### src/rtl/mips_mem_arbiter.sv
`default_nettype none
// ============================================================================
// Module      : mips_mem_arbiter
// Description : Arbiter and sequencer that lets the instruction-fetch port
//               (read-only) and the load/store data port (read/write) share
//               one single-port synchronous memory. Each transfer runs through
//               IDLE -> ISSUE -> RESP. Data requests normally win, and a
//               starvation counter forces a fetch after STARVE_MAX consecutive
//               data grants made while a fetch was waiting.
//
// Ports       : clk, rst              clock, asynchronous active-high reset
//               i_req/i_addr          fetch request and word address
//               i_ack/i_rdata         fetch acknowledge pulse and read data
//               d_req/d_we/d_addr/
//               d_wdata               data request, store flag, address, data
//               d_ack/d_rdata/d_err   data acknowledge, load data, blocked store
//               mem_en/mem_we/
//               mem_addr/mem_wdata    registered memory strobe and command
//               mem_rdata             memory read data (valid cycle after mem_en)
//               busy                  high while the FSM is not IDLE
//
// Config      : `define MEM_ARB_IPROT_EN to block data stores below IMEM_LIMIT
//               (the store still completes with d_ack, plus d_err).
//
// Revision    : 1.0  initial release
// ============================================================================
module mips_mem_arbiter #(
    parameter int AW         = 10,
    parameter int DW         = 32,
    parameter int STARVE_MAX = 4,
    parameter int IMEM_LIMIT = 256
) (
    input  logic          clk,
    input  logic          rst,
    input  logic          i_req,
    input  logic [AW-1:0] i_addr,
    output logic          i_ack,
    output logic [DW-1:0] i_rdata,
    input  logic          d_req,
    input  logic          d_we,
    input  logic [AW-1:0] d_addr,
    input  logic [DW-1:0] d_wdata,
    output logic          d_ack,
    output logic [DW-1:0] d_rdata,
    output logic          d_err,
    output logic          mem_en,
    output logic          mem_we,
    output logic [AW-1:0] mem_addr,
    output logic [DW-1:0] mem_wdata,
    input  logic [DW-1:0] mem_rdata,
    output logic          busy
);

`ifdef MEM_ARB_IPROT_EN
    localparam logic c_iprot_en = 1'b1;
`else
    localparam logic c_iprot_en = 1'b0;
`endif

    localparam logic [3:0]  c_starve_max = 4'(STARVE_MAX);
    localparam logic [AW:0] c_imem_limit = (AW+1)'(IMEM_LIMIT);

    typedef enum logic [1:0] {
        IDLE  = 2'd0,
        ISSUE = 2'd1,
        RESP  = 2'd2
    } state_t;

    state_t        state_q,     state_d;
    logic          owner_q,     owner_d;      // 1 = data port owns the transfer
    logic          op_we_q,     op_we_d;      // owner transfer is a store
    logic          blocked_q,   blocked_d;    // store suppressed by protection
    logic [3:0]    starve_cnt_q, starve_cnt_d;
    logic          mem_en_q,    mem_en_d;
    logic          mem_we_q,    mem_we_d;
    logic [AW-1:0] mem_addr_q,  mem_addr_d;
    logic [DW-1:0] mem_wdata_q, mem_wdata_d;
    logic          i_ack_q,     i_ack_d;
    logic          d_ack_q,     d_ack_d;
    logic          d_err_q,     d_err_d;
    logic [DW-1:0] i_rdata_q,   i_rdata_d;
    logic [DW-1:0] d_rdata_q,   d_rdata_d;

    logic w_grant_i;
    logic w_store_blocked;
    logic w_i_capture;
    logic w_d_capture;

    // Fetch wins only when data is absent or the starvation limit is reached.
    assign w_grant_i       = i_req && (!d_req || (starve_cnt_q == c_starve_max));
    assign w_store_blocked = c_iprot_en && d_we && ({1'b0, d_addr} < c_imem_limit);

    // The memory returns data during RESP; it is forwarded in the ack cycle
    // and latched at the end of RESP so the port holds it afterwards.
    assign w_i_capture = (state_q == RESP) && !owner_q;
    assign w_d_capture = (state_q == RESP) && owner_q && !op_we_q;

    always_comb begin
        state_d      = state_q;
        owner_d      = owner_q;
        op_we_d      = op_we_q;
        blocked_d    = blocked_q;
        starve_cnt_d = starve_cnt_q;
        mem_en_d     = 1'b0;
        mem_we_d     = 1'b0;
        mem_addr_d   = '0;
        mem_wdata_d  = '0;
        i_ack_d      = 1'b0;
        d_ack_d      = 1'b0;
        d_err_d      = 1'b0;
        i_rdata_d    = i_rdata_q;
        d_rdata_d    = d_rdata_q;

        case (state_q)
            IDLE: begin
                if (i_req || d_req) begin
                    state_d = ISSUE;
                    if (w_grant_i) begin
                        owner_d      = 1'b0;
                        op_we_d      = 1'b0;
                        blocked_d    = 1'b0;
                        starve_cnt_d = 4'd0;
                        mem_en_d     = 1'b1;
                        mem_addr_d   = i_addr;
                    end else begin
                        owner_d    = 1'b1;
                        op_we_d    = d_we;
                        blocked_d  = w_store_blocked;
                        mem_en_d   = !w_store_blocked;
                        mem_we_d   = d_we && !w_store_blocked;
                        mem_addr_d = d_addr;
                        if (d_we) begin
                            mem_wdata_d = d_wdata;
                        end
                        // Count only data grants that made a fetch wait.
                        if (i_req) begin
                            starve_cnt_d = (starve_cnt_q >= c_starve_max) ?
                                           c_starve_max : starve_cnt_q + 4'd1;
                        end else begin
                            starve_cnt_d = 4'd0;
                        end
                    end
                end
            end
            ISSUE: begin
                state_d = RESP;
                i_ack_d = !owner_q;
                d_ack_d = owner_q;
                d_err_d = owner_q && blocked_q;
            end
            RESP: begin
                state_d = IDLE;
                if (w_i_capture) begin
                    i_rdata_d = mem_rdata;
                end
                if (w_d_capture) begin
                    d_rdata_d = mem_rdata;
                end
            end
            default: begin
                state_d = IDLE;
            end
        endcase
    end

    always_ff @(posedge clk or posedge rst) begin
        if (rst) begin
            state_q      <= IDLE;
            owner_q      <= 1'b0;
            op_we_q      <= 1'b0;
            blocked_q    <= 1'b0;
            starve_cnt_q <= 4'd0;
            mem_en_q     <= 1'b0;
            mem_we_q     <= 1'b0;
            mem_addr_q   <= '0;
            mem_wdata_q  <= '0;
            i_ack_q      <= 1'b0;
            d_ack_q      <= 1'b0;
            d_err_q      <= 1'b0;
            i_rdata_q    <= '0;
            d_rdata_q    <= '0;
        end else begin
            state_q      <= state_d;
            owner_q      <= owner_d;
            op_we_q      <= op_we_d;
            blocked_q    <= blocked_d;
            starve_cnt_q <= starve_cnt_d;
            mem_en_q     <= mem_en_d;
            mem_we_q     <= mem_we_d;
            mem_addr_q   <= mem_addr_d;
            mem_wdata_q  <= mem_wdata_d;
            i_ack_q      <= i_ack_d;
            d_ack_q      <= d_ack_d;
            d_err_q      <= d_err_d;
            i_rdata_q    <= i_rdata_d;
            d_rdata_q    <= d_rdata_d;
        end
    end

    assign i_ack     = i_ack_q;
    assign d_ack     = d_ack_q;
    assign d_err     = d_err_q;
    assign i_rdata   = w_i_capture ? mem_rdata : i_rdata_q;
    assign d_rdata   = w_d_capture ? mem_rdata : d_rdata_q;
    assign mem_en    = mem_en_q;
    assign mem_we    = mem_we_q;
    assign mem_addr  = mem_addr_q;
    assign mem_wdata = mem_wdata_q;
    assign busy      = (state_q != IDLE);

endmodule
`default_nettype wire

### config.mk
export PLATFORM = sky130hd
export DESIGN_NAME = mips_mem_arbiter
export DESIGN_NICKNAME = d
export VERILOG_FILES = /design/src/rtl/mips_mem_arbiter.sv
export SDC_FILE = /design/constraint.sdc
export NUM_CORES = 1
export LEC_CHECK = 0
export ABC_AREA = 1
export CORE_UTILIZATION = 46
export CTS_CLUSTER_SIZE = 24
export DETAILED_ROUTE_END_ITERATION = 12
export PLACE_DENSITY_LB_ADDON = 0.2
export SLEW_MARGIN = 25
export SYNTH_ARGS = -nofsm -noshare
export SYNTH_HDL_FRONTEND = slang
export SYNTH_SLANG_ARGS = --single-unit
### constraint.sdc
create_clock -name clk -period 9.07 [get_ports clk]
set_clock_uncertainty 0.2 [all_clocks]
set_input_delay 1.814 -clock clk [delete_from_list [all_inputs] [get_ports clk]]
set_output_delay 1.814 -clock clk [all_outputs]
set_load 0.02 [all_outputs]
# ---- After elaboration in Yosys (flattened, before gate mapping)
# Cells that the tools add are included.
# W data, S select, Z words.
dict set report word_totals {
  regBits 118
  inputBits 89
}
dict set report classes {
  addsub 1
  order_cmp 1
  eq_ne 4
  n_mux 22
  reduce_logical 12
}
# cell n
set ops {}
lappend ops {{$mux W32} 6}
lappend ops {{$mux W10} 3}
lappend ops {{$mux W4} 3}
lappend ops {{$mux W1} 8}
lappend ops {{$add A4 B1 Y4 const B} 1}
lappend ops {{$eq A4 B3 Y1 const B} 1}
lappend ops {{$ge A4 B3 Y1 const B} 1}
lappend ops {{$logic_and A1 B1 Y1} 4}
lappend ops {{$pmux W2 S2} 1}
lappend ops {{$logic_not A1 Y1} 3}
lappend ops {{$eq A2 B1 Y1 const B} 1}
lappend ops {{$eq A2 B2 Y1 const B} 1}
lappend ops {{$logic_not A2 Y1} 1}
lappend ops {{$logic_or A1 B1 Y1} 2}
lappend ops {{$mux W2} 1}
lappend ops {{$ne A2 B2 Y1 const B} 1}
lappend ops {{$reduce_and A2 Y1} 1}
lappend ops {{$reduce_bool A2 Y1} 1}

# ---- Depth between registers and ports, before layout
# Gate-level depths: netlist of run 1.
dict set report depth {
  depth_word 6
  mapped_depth 8
  ltp_nobuf 7
}

# ---- Worst setup path before layout of run 1
# Ideal clock, no wire load.
dict set report synth_path {
  path_type {input -> output}
  from {input port mem_rdata[0]}
  to {output port d_rdata[0]}
  arrival_ns 2.350
  required_time_ns 7.056
  setup_slack_ns 4.706
  stages 2
  path_cell_list {inv_1 o21ai_0}
}
dict set report synth_via {
  elab_chain_cells 1
}
# element line_no
set synth_lines {}
lappend synth_lines {{start: declaration} 50} ;# input logic [DW-1:0] mem_rdata,
lappend synth_lines {{$mux W32} n/a}
lappend synth_lines {{end: declaration} 44} ;# output logic [DW-1:0] d_rdata,
# Every way passes these cells.

# ---- Final worst setup path of run 1
dict set report layout_path {
  from {input port mem_rdata[27]}
  to {output port i_rdata[27]}
}
dict set report layout_via {
  elab_chain_cells 1
}
# element line_no
set layout_lines {}
lappend layout_lines {{$mux W32} n/a}
lappend layout_lines {{end: declaration} 38} ;# output logic [DW-1:0] i_rdata,
# Every way passes these cells.

==> results, run 1 <==
- The flow ran to the end, and the final reports show no timing, DRC or antenna violations.
- The flip-flop cell with the highest count after synthesis is sky130_fd_sc_hd__dfrtp_1.
- The largest individual stage delay along the critical path comes from the cell sky130_fd_sc_hd__clkdlybuf4s50_1.
- Detailed placement finished with a half-perimeter wire length of 7.76 mm.
- Clock-pin slew was measured on the worst setup and hold paths at 0.05 ns.
- The number of pins exceeding their max-slew limit in the final report is 0.
- Synthesis inferred 118 register bits.
- STA classifies the critical path startpoint as an input pin.
- The first detailed-routing pass ran for 7 iterations.
- The endpoint identified for the worst register-to-register timing path is mem_wdata[0].
- In the finished design, the share of the clock period the worst path needs comes to 0.580.
- During synthesis, Yosys emitted a total of 0 warnings.
- Leaving out fill and tap cells, the most frequent cells in the layout are 199 x sky130_fd_sc_hd__clkdlybuf4s50_1, 118 x sky130_fd_sc_hd__dfrtp_1, 111 x sky130_fd_sc_hd__o21ai_0.
- The kind of end point of the critical path is an output pin.
- The final wirelength is 11.3 mm.
- The startpoint of the worst-slack reg-to-reg timing path is starve_cnt_q[0].
- The total overflow reported by the global router is 0.
- The starting density of the core is 0.474.
- The number of global-route vias before repair came to 4034.
- The signal on the critical path passes through clkdlybuf4s50_1 -> inv_1 -> o21ai_0 -> clkdlybuf4s50_1.
- In this run, the number of DRC markers left after iteration 0 of detailed routing was 237.
- In this run the horizontal extent of the chip is 105 um.
- The number of vias after detailed routing is 4139.
- The pin count of the biggest net entering global routing is 67.
- The fraction of final layout cells sized beyond drive strength 1 is 0.0799.
- The combined area of the multi-input logic cells is 1440 um2.
- The worst hold path cell count is 1.
- The data required time of the worst path is 7.06 ns.
- The synthesized netlist net count is 626.
- By startpoint and endpoint, the worst setup path is classified as in2out.
- The growth of design area from synthesis to finish is 52.5%.
- For the worst-skew pair, the clock arrives at the later sink with an insertion delay of 0.49 ns.
- IR analysis of the VDD net gives a maximum drop of 0.163 mV.
- The detailed-route vias per instance is 4.74.
- The count of nets left with antenna violations once routing finished came out at 0.
- The minimum hold slack is 0.255 ns.
- The worst-case hold path end point is i_ack.
- The largest stage delay on the critical path is 0.69 ns.
- In this run the count of I/O pins placed on the die edge is 201.
- Of the total power, the clock network draws 0.242.
- The post-route minimum period is 5.26 ns.
- The number of inserted diodes is 0.
- The first-pass GRT wire length is 18.7 mm.
- In this run the worst path has a maximum fanout of 4.
- The number of hold violations in the final report is 0.
- The average instance in the mapped netlist occupies 9.15 um2.
- Routability-driven placement finished with a final weighted congestion of 0.769.
- For this run, the total global-route usage over all layers was measured as 0.214.
- The post-layout instance count excluding filler cells is 874.
- Headroom to the max-slew limit came out at 0.462.
- The root buffer selected by CTS is sky130_fd_sc_hd__clkbuf_8.
- The path class of the tightest hold or removal check is reg2reg.
- The count of mapped cells out of synthesis is 535.
- The layout has 783 filler cells.
- The CTS buffer count is 17.
- Setup total negative slack on the finished layout was measured at 0 ns.
- For the worst setup path, the data arrival time is 3.25 ns.
- The setup violation total in the final timing report is 0.
- The TritonCTS clock tree is built.
- The number of cells upsized or downsized after cts is 0.
- The maximum level of the CTS H-tree is 4.
- Setup repair after global routing left no endpoint under its margin.
- The average wire per cell in the routed design is 12.9 um.
- Based on the critical path, the design can be clocked at up to 190 MHz.
- The share of total power in combinational logic is 0.459.
- The area of all sequential standard cells is 2950 um2.
- Summing every instance area after synthesis gives 4890 um2.
- After clock tree synthesis, the flow added hold-fix buffers numbering 0.
- At the pin with the least slew margin, the transition time is 0.805 ns.
- The full die area is 11100 um2.
- Input and output buffers added on the ports amount to 199.
- The max-cap violation count is 0.
- The number of distinct standard cells referenced by the synthesized netlist is 21.
- No sink is reached through more buffers than the 2 on the longest clock path.
- In this run the static leakage power is 3.60 nW.
- The net load switching power is 0.000944 W.
- The die height is 105 um.
- The power per standard cell area is 346 nW/um2.
- After clock tree synthesis, the setup repair step added 0 buffers.
- The worst register-to-register path has a depth of 7.
- The worst hold path begins at owner_q.
- The fraction of power spent switching nets is 0.365.
- The area of the core is 10300 um2.
- The internal portion of the total power is 0.00164 W.
- The number of enable-type register cells in the synthesized netlist is 0.
- The commonest non-fill, non-tap cell in the layout is sky130_fd_sc_hd__clkdlybuf4s50_1.
- The critical path's top delay family is buffers and inverters.
- Among the stages of the critical path, the cell type that occurs most often is sky130_fd_sc_hd__clkdlybuf4s50_1.
- Of the total power, registers draw 0.299.
- The flop-to-flop setup slack is 6.51 ns.
- After detailed routing, the number of remaining DRC violations is 0.
- In the synthesized netlist the async set-or-reset flop fraction comes to 1.00.
- The row count is 37.
- The initial antenna violation count was 0.
- The sequential fraction of the synthesis area is 0.603.
- Together, buffers and inverters on the worst path number 3.
- In this run, placement finished with an instance count of 844.
- After the last flow step, the layout net total stands at 818.
- The clock sink total is 118.
[power groups by stage]
| stage | sequential [W] | combinational (W) | clock, W |
|---|---|---|---|
| 6_report | 0.000772 | 0.00119 | 0.000626 |
| 5_1_grt | 0.000791 | 0.00128 | 0.000664 |
| 4_1_cts | 0.000773 | 0.00120 | 0.000640 |
| 3_5_place_dp | 0.000779 | 0.00119 | 0 |
| 3_3_place_gp | 0.000773 | 0.00117 | 0 |
| 2_1_floorplan | 0.000817 | 0.000614 | 0 |
[cell usage after synthesis, types with 7 or more instances]
master / number / area share
sky130_fd_sc_hd__dfrtp_1: 118 / 0.60
sky130_fd_sc_hd__o21ai_0: 111 / 0.11
sky130_fd_sc_hd__nand2_1: 87 / 0.067
sky130_fd_sc_hd__inv_1: 85 / 0.065
sky130_fd_sc_hd__nor2_1: 30 / 0.023
sky130_fd_sc_hd__nor2_2: 19 / 0.024
sky130_fd_sc_hd__o21ai_1: 18 / 0.018
sky130_fd_sc_hd__nand3_1: 14 / 0.014
sky130_fd_sc_hd__clkbuf_1: 13 / 0.010
sky130_fd_sc_hd__a21oi_1: 11 / 0.011
sky130_fd_sc_hd__buf_2: 7 / 0.0072
sky130_fd_sc_hd__buf_6: 7 / 0.016
[logic make-up (layout without fill, tap and decap cells)]
group / Yosys count / in the layout / share of synthesized area
AND/OR/NAND/NOR: 159 / 159 / 0.145
other: 1 / 1 / 0.000766
buffers and inverters: 115 / 318 / 0.102
AO/OA/AOI/OAI: 140 / 140 / 0.143
adder cells (fa/ha/maj): 2 / 2 / 0.00511
flip-flops: 118 / 118 / 0.603
[worst register-to-register path, stage by stage (launching register included)]
cell and delay (ns):
sky130_fd_sc_hd__dfrtp_1 0.39, sky130_fd_sc_hd__inv_1 0.08, sky130_fd_sc_hd__ha_1 0.20, sky130_fd_sc_hd__nand3_1 0.11, sky130_fd_sc_hd__nand2_1 0.36, sky130_fd_sc_hd__nand2_1 0.39, sky130_fd_sc_hd__nand3_4 0.45, sky130_fd_sc_hd__nor2_1 0.29
[cell type report]
cell class | count | share of cell area
Tap cell | 136 | 0.0228
Clock buffer | 21 | 0.0615
Timing Repair Buffer | 202 | 0.270
Clock inverter | 9 | 0.0137
Multi-Input combinational cell | 302 | 0.193
Sequential cell | 118 | 0.396
Inverter | 86 | 0.0436
[flip-flops by register name (all words and copies together), names as in the netlist, 2 cells and up]
name	flops
state_q	2
i_rdata_q	32
starve_cnt_q	4
d_rdata_q	32
mem_addr	10
mem_wdata	32
[metrics by stage]
stage	total power (W)	setup WS, ns	util	area [um2]
after floorplan	0.00143	3.93	-	4890
final	0.00259	3.81	0.723	7460
after global routing	0.00274	3.78	0.723	7460
after global placement	0.00194	3.84	0.669	6900
after CTS	0.00261	3.80	0.723	7460
after detailed placement	0.00197	3.80	0.669	6900
[layer usage]
metal | wire length (um) | global-route usage | vias to the layer above | share of wire
met5 | 0 | 0 | - | 0
met4 | 160 | 0.0805 | 0 | 0.014
met3 | 661 | 0.0624 | 13 | 0.059
met2 | 5770 | 0.368 | 134 | 0.51
met1 | 4700 | 0.254 | 1938 | 0.42
li1 | - | - | 2054 | -
[worst max-delay path by stage]
| stage | from | endpoint | slack [ns] | cells after the start |
|---|---|---|---|---|
| final | mem_rdata[27] | i_rdata[27] | 3.81 | 4 |
| after CTS | mem_rdata[1] | d_rdata[1] | 3.80 | 4 |
| after detailed placement | mem_rdata[1] | d_rdata[1] | 3.80 | 4 |
| after global placement | mem_rdata[4] | i_rdata[4] | 3.84 | 4 |
| after global routing | mem_rdata[19] | i_rdata[19] | 3.78 | 4 |
| after floorplan | rst | d_ack | 3.93 | 1 |
Power figures use the tool's default switching activity.
==> run 2, diff against run 1 <==
--- a/config.mk
+++ b/config.mk
@@ -6,7 +6,7 @@
 export NUM_CORES = 1
 export LEC_CHECK = 0
 export ABC_AREA = 1
-export CORE_UTILIZATION = 46
+export CORE_UTILIZATION = 39
 export CTS_CLUSTER_SIZE = 24
 export DETAILED_ROUTE_END_ITERATION = 12
 export PLACE_DENSITY_LB_ADDON = 0.2
==> constraint.sdc (replaced) <==
create_clock -name clk -period 4.5 [get_ports clk]
set_clock_uncertainty 0.2 [all_clocks]
set_input_delay 0.9 -clock clk [delete_from_list [all_inputs] [get_ports clk]]
set_output_delay 0.9 -clock clk [all_outputs]
set_load 0.02 [all_outputs]
==> run 2 against run 1 <==
Non-clock buffer count rose by 1. Final cell count rose by 4.0%. Sequential cell count did not move. Worst hold slack got worse by 0.018 ns. Sequential share of layout area fell by 0.79 points. Setup slack got worse by 3.2 ns. Utilization fell by 9.4 points. Wire length rose by 3.1%. Sequential power rose by 100%. Critical endpoint is now i_rdata[10]. Highest routed layer unchanged.
==> results, run 2 (synthesized netlist as in run 1, its figures left out) <==
- The run finished with clean final reports.
- The flop-to-flop setup slack is 2.05 ns.
- The critical path start-end classification is reg2out.
- The final wirelength is 11.6 mm.
- The first routing iteration left 185 violations.
- 0 antenna diodes ended up in the layout.
- The startpoint of the most critical hold path is owner_q.
- In this run the worst hold path is classified as reg2reg.
- The row count is 40.
- The later pin in the worst-skew pair is clocked with a latency of 0.40 ns.
- The max-cap violation count is 0.
- The critical path goes through inv_2 -> nor2_4 -> nand2_2 -> buf_12 -> o21ai_0 -> clkdlybuf4s50_1.
- The final weighted congestion of routability-driven global placement is 0.731.
- The number of global-route vias before repair came to 4015.
- The growth of design area from synthesis to finish is 55.7%.
- The TritonCTS clock tree is built.
- The region available for standard cell placement spans 12100 um2.
- The final design utilization is 0.629.
- The clock drives 118 sinks.
- The initial utilization of the core area, before any placement, comes to 0.404.
- The type of origin of the critical path is a flop.
- Overall power consumption after layout is estimated at 0.00537 W.
- The number of pins exceeding their max-slew limit in the final report is 0.
- Based on the critical path, the design can be clocked at up to 260 MHz.
- The CTS buffer count is 17.
- The startpoint of the worst-slack reg-to-reg timing path is starve_cnt_q[0].
- The total overflow left after global routing is 0.
- Post-CTS repair changed the size of 0 cells.
- The worst register-to-register path ends at mem_wdata[26].
- The final cycle utilization of the critical path is 0.853.
- VDD sags by at most 0.297 mV.
- The kind of end point of the critical path is an output pin.
- Setup violations remaining at the end of the flow were counted as 0.
- Along the worst path, the maximum fanout reaches 55.
- Dividing the detail-routed via count by the number of cells gives 4.58.
- The data required time of the worst path is 3.40 ns.
- The full die area is 13000 um2.
- After clock tree synthesis, the clock-pin slew on the worst setup and hold paths is 0.05 ns.
- The final HPWL from detailed placement is 8.16 mm.
- The first-pass GRT wire length is 18.5 mm.
- For this design the ratio of total power to cell area is 705 nW/um2.
- The initial antenna violation count is 0.
- The detailed router placed 4159 vias in this run.
- Setup total negative slack on the finished layout was measured at 0 ns.
- The number of port buffers is 199.
- The tightest hold path in the finished design has a slack of 0.237 ns.
- Following the worst setup path forward leads to its endpoint at i_rdata[10].
- The tree is rooted in a sky130_fd_sc_hd__clkbuf_16.
- Dividing the detail-routed wire length by the instance count gives 12.8 um.
- The number of nets with antenna violations after routing is 0.
- The fraction of final layout cells sized beyond drive strength 1 is 0.0837.
- The relative slew slack is 0.394.
- The maximum level of the CTS H-tree is 4.
- In the post-route analysis, the smallest setup slack over all paths is 0.659 ns.
- Across every metal layer, demand over resource in global routing totals 0.185.
- The die height is 114 um.
- The top cell types in the final layout, fill and taps aside, are 199 x sky130_fd_sc_hd__clkdlybuf4s50_1, 118 x sky130_fd_sc_hd__dfrtp_1, 111 x sky130_fd_sc_hd__o21ai_0.
- The number of hold violations in the final report is 0.
- The floorplan die width is 114 um.
- On the worst path, the slowest cell contributes a delay of 0.63 ns.
- Data on the critical path arrives at its endpoint at 2.74 ns.
- The cell with the largest stage delay on the worst path is sky130_fd_sc_hd__clkdlybuf4s50_1.
- The most critical setup path has its startpoint at state_q[1].
- Hold repair after CTS inserted 0 buffers.
- Setup repair after global routing left no endpoint under its margin.
- The fill cell instance count of the final layout is 1047.
- The actual transition at the worst max-transition pin is 0.905 ns.
- The pin count of the biggest net entering global routing is 62.
- The post-CTS setup buffer count is 0.
- The count of TritonRoute iterations in the first routing pass is 4.
- The number of nets in the layout is 819.
- The static power due to leakage is 3.66 nW.
- Counting cells, the worst reg-to-reg path comes to 7.
- The worst slack at placement is 1.08 ns.
- The remaining design rule violation count is 0.
- The post-route minimum period is 3.84 ns.
- During I/O placement, the number of pins put on the boundary was 201.
- The clock passes through at most 2 buffers.
- The commonest non-fill, non-tap cell in the layout is sky130_fd_sc_hd__clkdlybuf4s50_1.
-- run 2: changes by cell type in the layout (fill, tap and decap cells not counted) --
cell	previous run	this run
sky130_fd_sc_hd__buf_12	0	3
sky130_fd_sc_hd__buf_4	3	1
sky130_fd_sc_hd__bufinv_16	2	3
sky130_fd_sc_hd__clkinvlp_4	3	1
sky130_fd_sc_hd__clkbuf_8	4	6
sky130_fd_sc_hd__clkbuf_16	16	17
-- run 2: where the power goes --
| part | internal (W) | total [W] | switching (W) |
|---|---|---|---|
| logic | 0.00106 | 0.00241 | 0.00135 |
| registers | 0.00144 | 0.00156 | 0.000116 |
| clock network | 0.000955 | 0.00140 | 0.000450 |
-- run 2: how the worst min path moves through the flow --
stage               cells past startpoint     to  slack, ns
finish                                  1  i_ack       0.24
detailed placement                      1  i_ack       0.23
global placement                        1  i_ack       0.21
floorplan                               1  i_ack       0.21
CTS                                     1  i_ack       0.24
global route                            1  i_ack       0.25
-- run 2: cell type report --
cell class / instances / area [um2] / area share
clock buffers: 24 / 512 / 0.0672
clock inverters: 8 / 118 / 0.0154
inverters: 86 / 325 / 0.0427
multi-input cells: 302 / 1440 / 0.189
flip-flops and latches: 118 / 2950 / 0.388
well taps: 168 / 210 / 0.0276
repair buffers: 203 / 2060 / 0.270
-- run 2: layer usage --
layer | track usage | vias up | share of wire | wire, um
li1 | - | 2069 | - | -
met5 | 0 | - | 0 | 0
met2 | 0.299 | 150 | 0.50 | 5880
met3 | 0.0648 | 20 | 0.075 | 876
met1 | 0.218 | 1920 | 0.40 | 4640
met4 | 0.0935 | 0 | 0.021 | 250
-- run 2: per-stage QoR --
stage	std cells	area [um2]
final	909	7620
after global routing	909	7620
after CTS	909	7620
after detailed placement	877	6990
after global placement	877	6990
after floorplan	535	4890
-- run 2: critical path: cells and delay by family, from the launching register on --
family | cells | cell delay, ns
DFF | 1 | 0.41
AOI/OAI and AO/OA | 1 | 0.19
buffers and inverters | 3 | 1.11
and+or+nand+nor | 2 | 0.61
==> run 3, diff against run 2 <==
--- a/config.mk
+++ b/config.mk
@@ -6,7 +6,9 @@
 export NUM_CORES = 1
 export LEC_CHECK = 0
 export ABC_AREA = 1
-export CORE_UTILIZATION = 39
+export CELL_PAD_IN_SITES_DETAIL_PLACEMENT = 1
+export CELL_PAD_IN_SITES_GLOBAL_PLACEMENT = 1
+export CORE_UTILIZATION = 28
 export CTS_CLUSTER_SIZE = 24
 export DETAILED_ROUTE_END_ITERATION = 12
 export PLACE_DENSITY_LB_ADDON = 0.2
==> run 3 against run 2 <==
Total power up 1.3%. Final cell count up 5.9%. Sequential power about the same. Register-to-register slack worse by 0.08 ns. Non-clock buffer count up 2. Global-route usage down 2.5 points. Worst hold slack better by 0.026 ns.
==> results, run 3 (synthesized netlist as in run 1, its figures left out) <==
- The area of all placed cells without fillers is 7680 um2.
- Once layout is complete, the utilization of the core stands at 0.457.
- After detailed routing, the number of vias per cell comes to 4.38.
- The floorplan step set the die height to 134 um.
- For the pin with the worst max-slew slack, the measured transition is 0.954 ns.
- The relative slew slack is 0.362.
- The biggest fanout along the worst timing path is 55.
- The post-CTS setup buffer count is 0.
- The flow ran to the end, and the final reports show no timing, DRC or antenna violations.
- The die is 134 um wide.
- The remaining design rule violation count is 0.
- Summing internal, switching and leakage power gives 0.00544 W.
- The final wirelength is 13.7 mm.
- The TritonCTS clock tree is built.
- For this design, the sink count on the clock tree is 118.
- The kind of end point of the critical path is an output pin.
- The worst hold path belongs to the class reg2reg.
- Global routing finished with a remaining overflow of 0.
- The number of hold-repair buffers added at the cts stage is 0.
- Of the cells placed in the final design, the portion with a size suffix greater than 1 is 0.0821.
- In the finished design, the share of the clock period the worst path needs comes to 0.858.
- The number of global-route vias before repair is 4580.
- The congestion estimate from routability-driven global placement came to 0.746.
- The number of nets with antenna violations after routing is 0.
- The first routing iteration left 126 violations.
- The minimum hold slack is 0.263 ns.
- Clock tree synthesis inserted a total of 17 buffers.
- Based on the critical path, the design can be clocked at up to 259 MHz.
- The data required time of the worst path is 3.40 ns.
- The number of inserted diodes is 0.
- The first-pass GRT wire length is 22.6 mm.
- The root buffer selected by CTS is sky130_fd_sc_hd__clkbuf_16.
- The initialized floorplan defines 47 standard-cell rows.
- VDD sags by at most 0.299 mV.
- After detailed routing, the average wire length per cell comes to 14.2 um.
- The worst path needs 3.86 ns of the cycle, external delays included.
- The initial antenna violation count is 0.
- In the final layout, flip-flops and latches occupy 2950 um2.
- The count of pins on the block boundary is 201.
- The type of origin of the critical path is a flop.
- Data on the critical path arrives at its endpoint at 2.76 ns.
- At the end of the flow, the number of nets in the layout was 821.
- The fill cell instance count of the final layout is 1940.
- No sink is reached through more buffers than the 2 on the longest clock path.
- Setup violations remaining at the end of the flow were counted as 0.
- The placed cell area is 7060 um2.
- The growth of design area from synthesis to finish is 57.0%.
- The power per standard cell area is 709 nW/um2.
- The top cell types in the final layout, fill and taps aside, are 199 x sky130_fd_sc_hd__clkdlybuf4s50_1, 118 x sky130_fd_sc_hd__dfrtp_1, 111 x sky130_fd_sc_hd__o21ai_0.
- The die covers 18000 um2.
- The starting density of the core is 0.291.
- Entering global routing, the biggest net connects 59 pins.
- The area of the core is 16800 um2.
- Max-cap violations in this run came to 0.
- The number of pins exceeding their max-slew limit in the final report was 0.
- The clock-pin slew on the worst setup and hold paths is 0.05 ns.
- The number of vias after detailed routing is 4222.
- For this design the static power due to leakage is 3.66 nW.
- In the global route stage, overall resource usage came out at 0.159.
- The commonest non-fill, non-tap cell in the layout is sky130_fd_sc_hd__clkdlybuf4s50_1.
- The H-tree generated during clock tree synthesis spans 4 levels.
- The number of port buffers is 199.
- The critical path start-end classification is reg2out.
- The count of TritonRoute iterations in the first routing pass is 4.
- At the later pin of the worst-skew pair, clock insertion delay measures 0.41 ns.
- Summed over all nets, the half-perimeter wirelength after detailed placement is 9.69 mm.
- The combined area of the multi-input logic cells is 1440 um2.
- The final-layout setup total negative slack is 0 ns.
- The number of hold violations in the final report is 0.
- The number of cells upsized or downsized after cts is 0.
- Setup repair after global routing left no endpoint under its margin.
## run 3: cell count changes in the layout (fill, tap and decap cells not counted)
cell / previous run / this run
sky130_fd_sc_hd__buf_12: 3 / 2
sky130_fd_sc_hd__buf_4: 1 / 4
sky130_fd_sc_hd__bufinv_16: 3 / 4
sky130_fd_sc_hd__clkbuf_1: 1 / 4
sky130_fd_sc_hd__clkbuf_8: 6 / 3
sky130_fd_sc_hd__clkinv_2: 4 / 2
sky130_fd_sc_hd__clkinvlp_4: 1 / 2
## run 3: path summary, 6_finish.rpt
check / depth (start not counted) / start / slack, ns / to
worst min register to register: 1 / owner_q / 0.26 / i_ack
max in group asynchronous: 3 / rst / 2.65 / mem_wdata[3]
worst min-delay path: 1 / owner_q / 0.26 / i_ack
worst max-delay path: 7 / state_q[1] / 0.64 / i_rdata[26]
worst max register to register: 7 / starve_cnt_q[0] / 1.97 / mem_wdata[5]
min in group asynchronous: 2 / rst / 0.68 / d_rdata_q[27]
## run 3: layout make-up
class	instances	area share
Sequential cell	118	0.384
Timing Repair Buffer	205	0.268
Multi-Input combinational cell	302	0.187
Clock buffer	24	0.0627
Inverter	86	0.0423
Tap cell	220	0.0358
Clock inverter	8	0.0189
## run 3: where the power goes
| group | switching, W | internal, W | total [W] |
|---|---|---|---|
| Clock | 0.000463 | 0.000969 | 0.00143 |
| Combinational | 0.00139 | 0.00106 | 0.00245 |
| Sequential | 0.000119 | 0.00144 | 0.00156 |
## run 3: metrics by stage
step / setup slack, ns / std cells
floorplan: 0.271 / 535
CTS: 0.544 / 963
finish: 0.641 / 963
global placement: 1.07 / 931
detailed placement: 0.997 / 931
global route: 0.361 / 963
## run 3: routing by layer
metal | track usage | share of wire | vias up | wire, um
met2 | 0.269 | 0.49 | 133 | 6700
met3 | 0.0654 | 0.087 | 20 | 1180
met1 | 0.184 | 0.41 | 2004 | 5600
met5 | 0 | 0 | - | 0
li1 | - | - | 2065 | -
met4 | 0.0506 | 0.013 | 0 | 184
## run 3: critical path, cell delays in order, from the launching register on
cell and delay, ns:
sky130_fd_sc_hd__dfrtp_1 0.41, sky130_fd_sc_hd__inv_2 0.10, sky130_fd_sc_hd__nor2_4 0.04, sky130_fd_sc_hd__nand2_2 0.69
sky130_fd_sc_hd__buf_12 0.28, sky130_fd_sc_hd__nand2_1 0.09, sky130_fd_sc_hd__o21ai_0 0.09, sky130_fd_sc_hd__clkdlybuf4s50_1 0.63
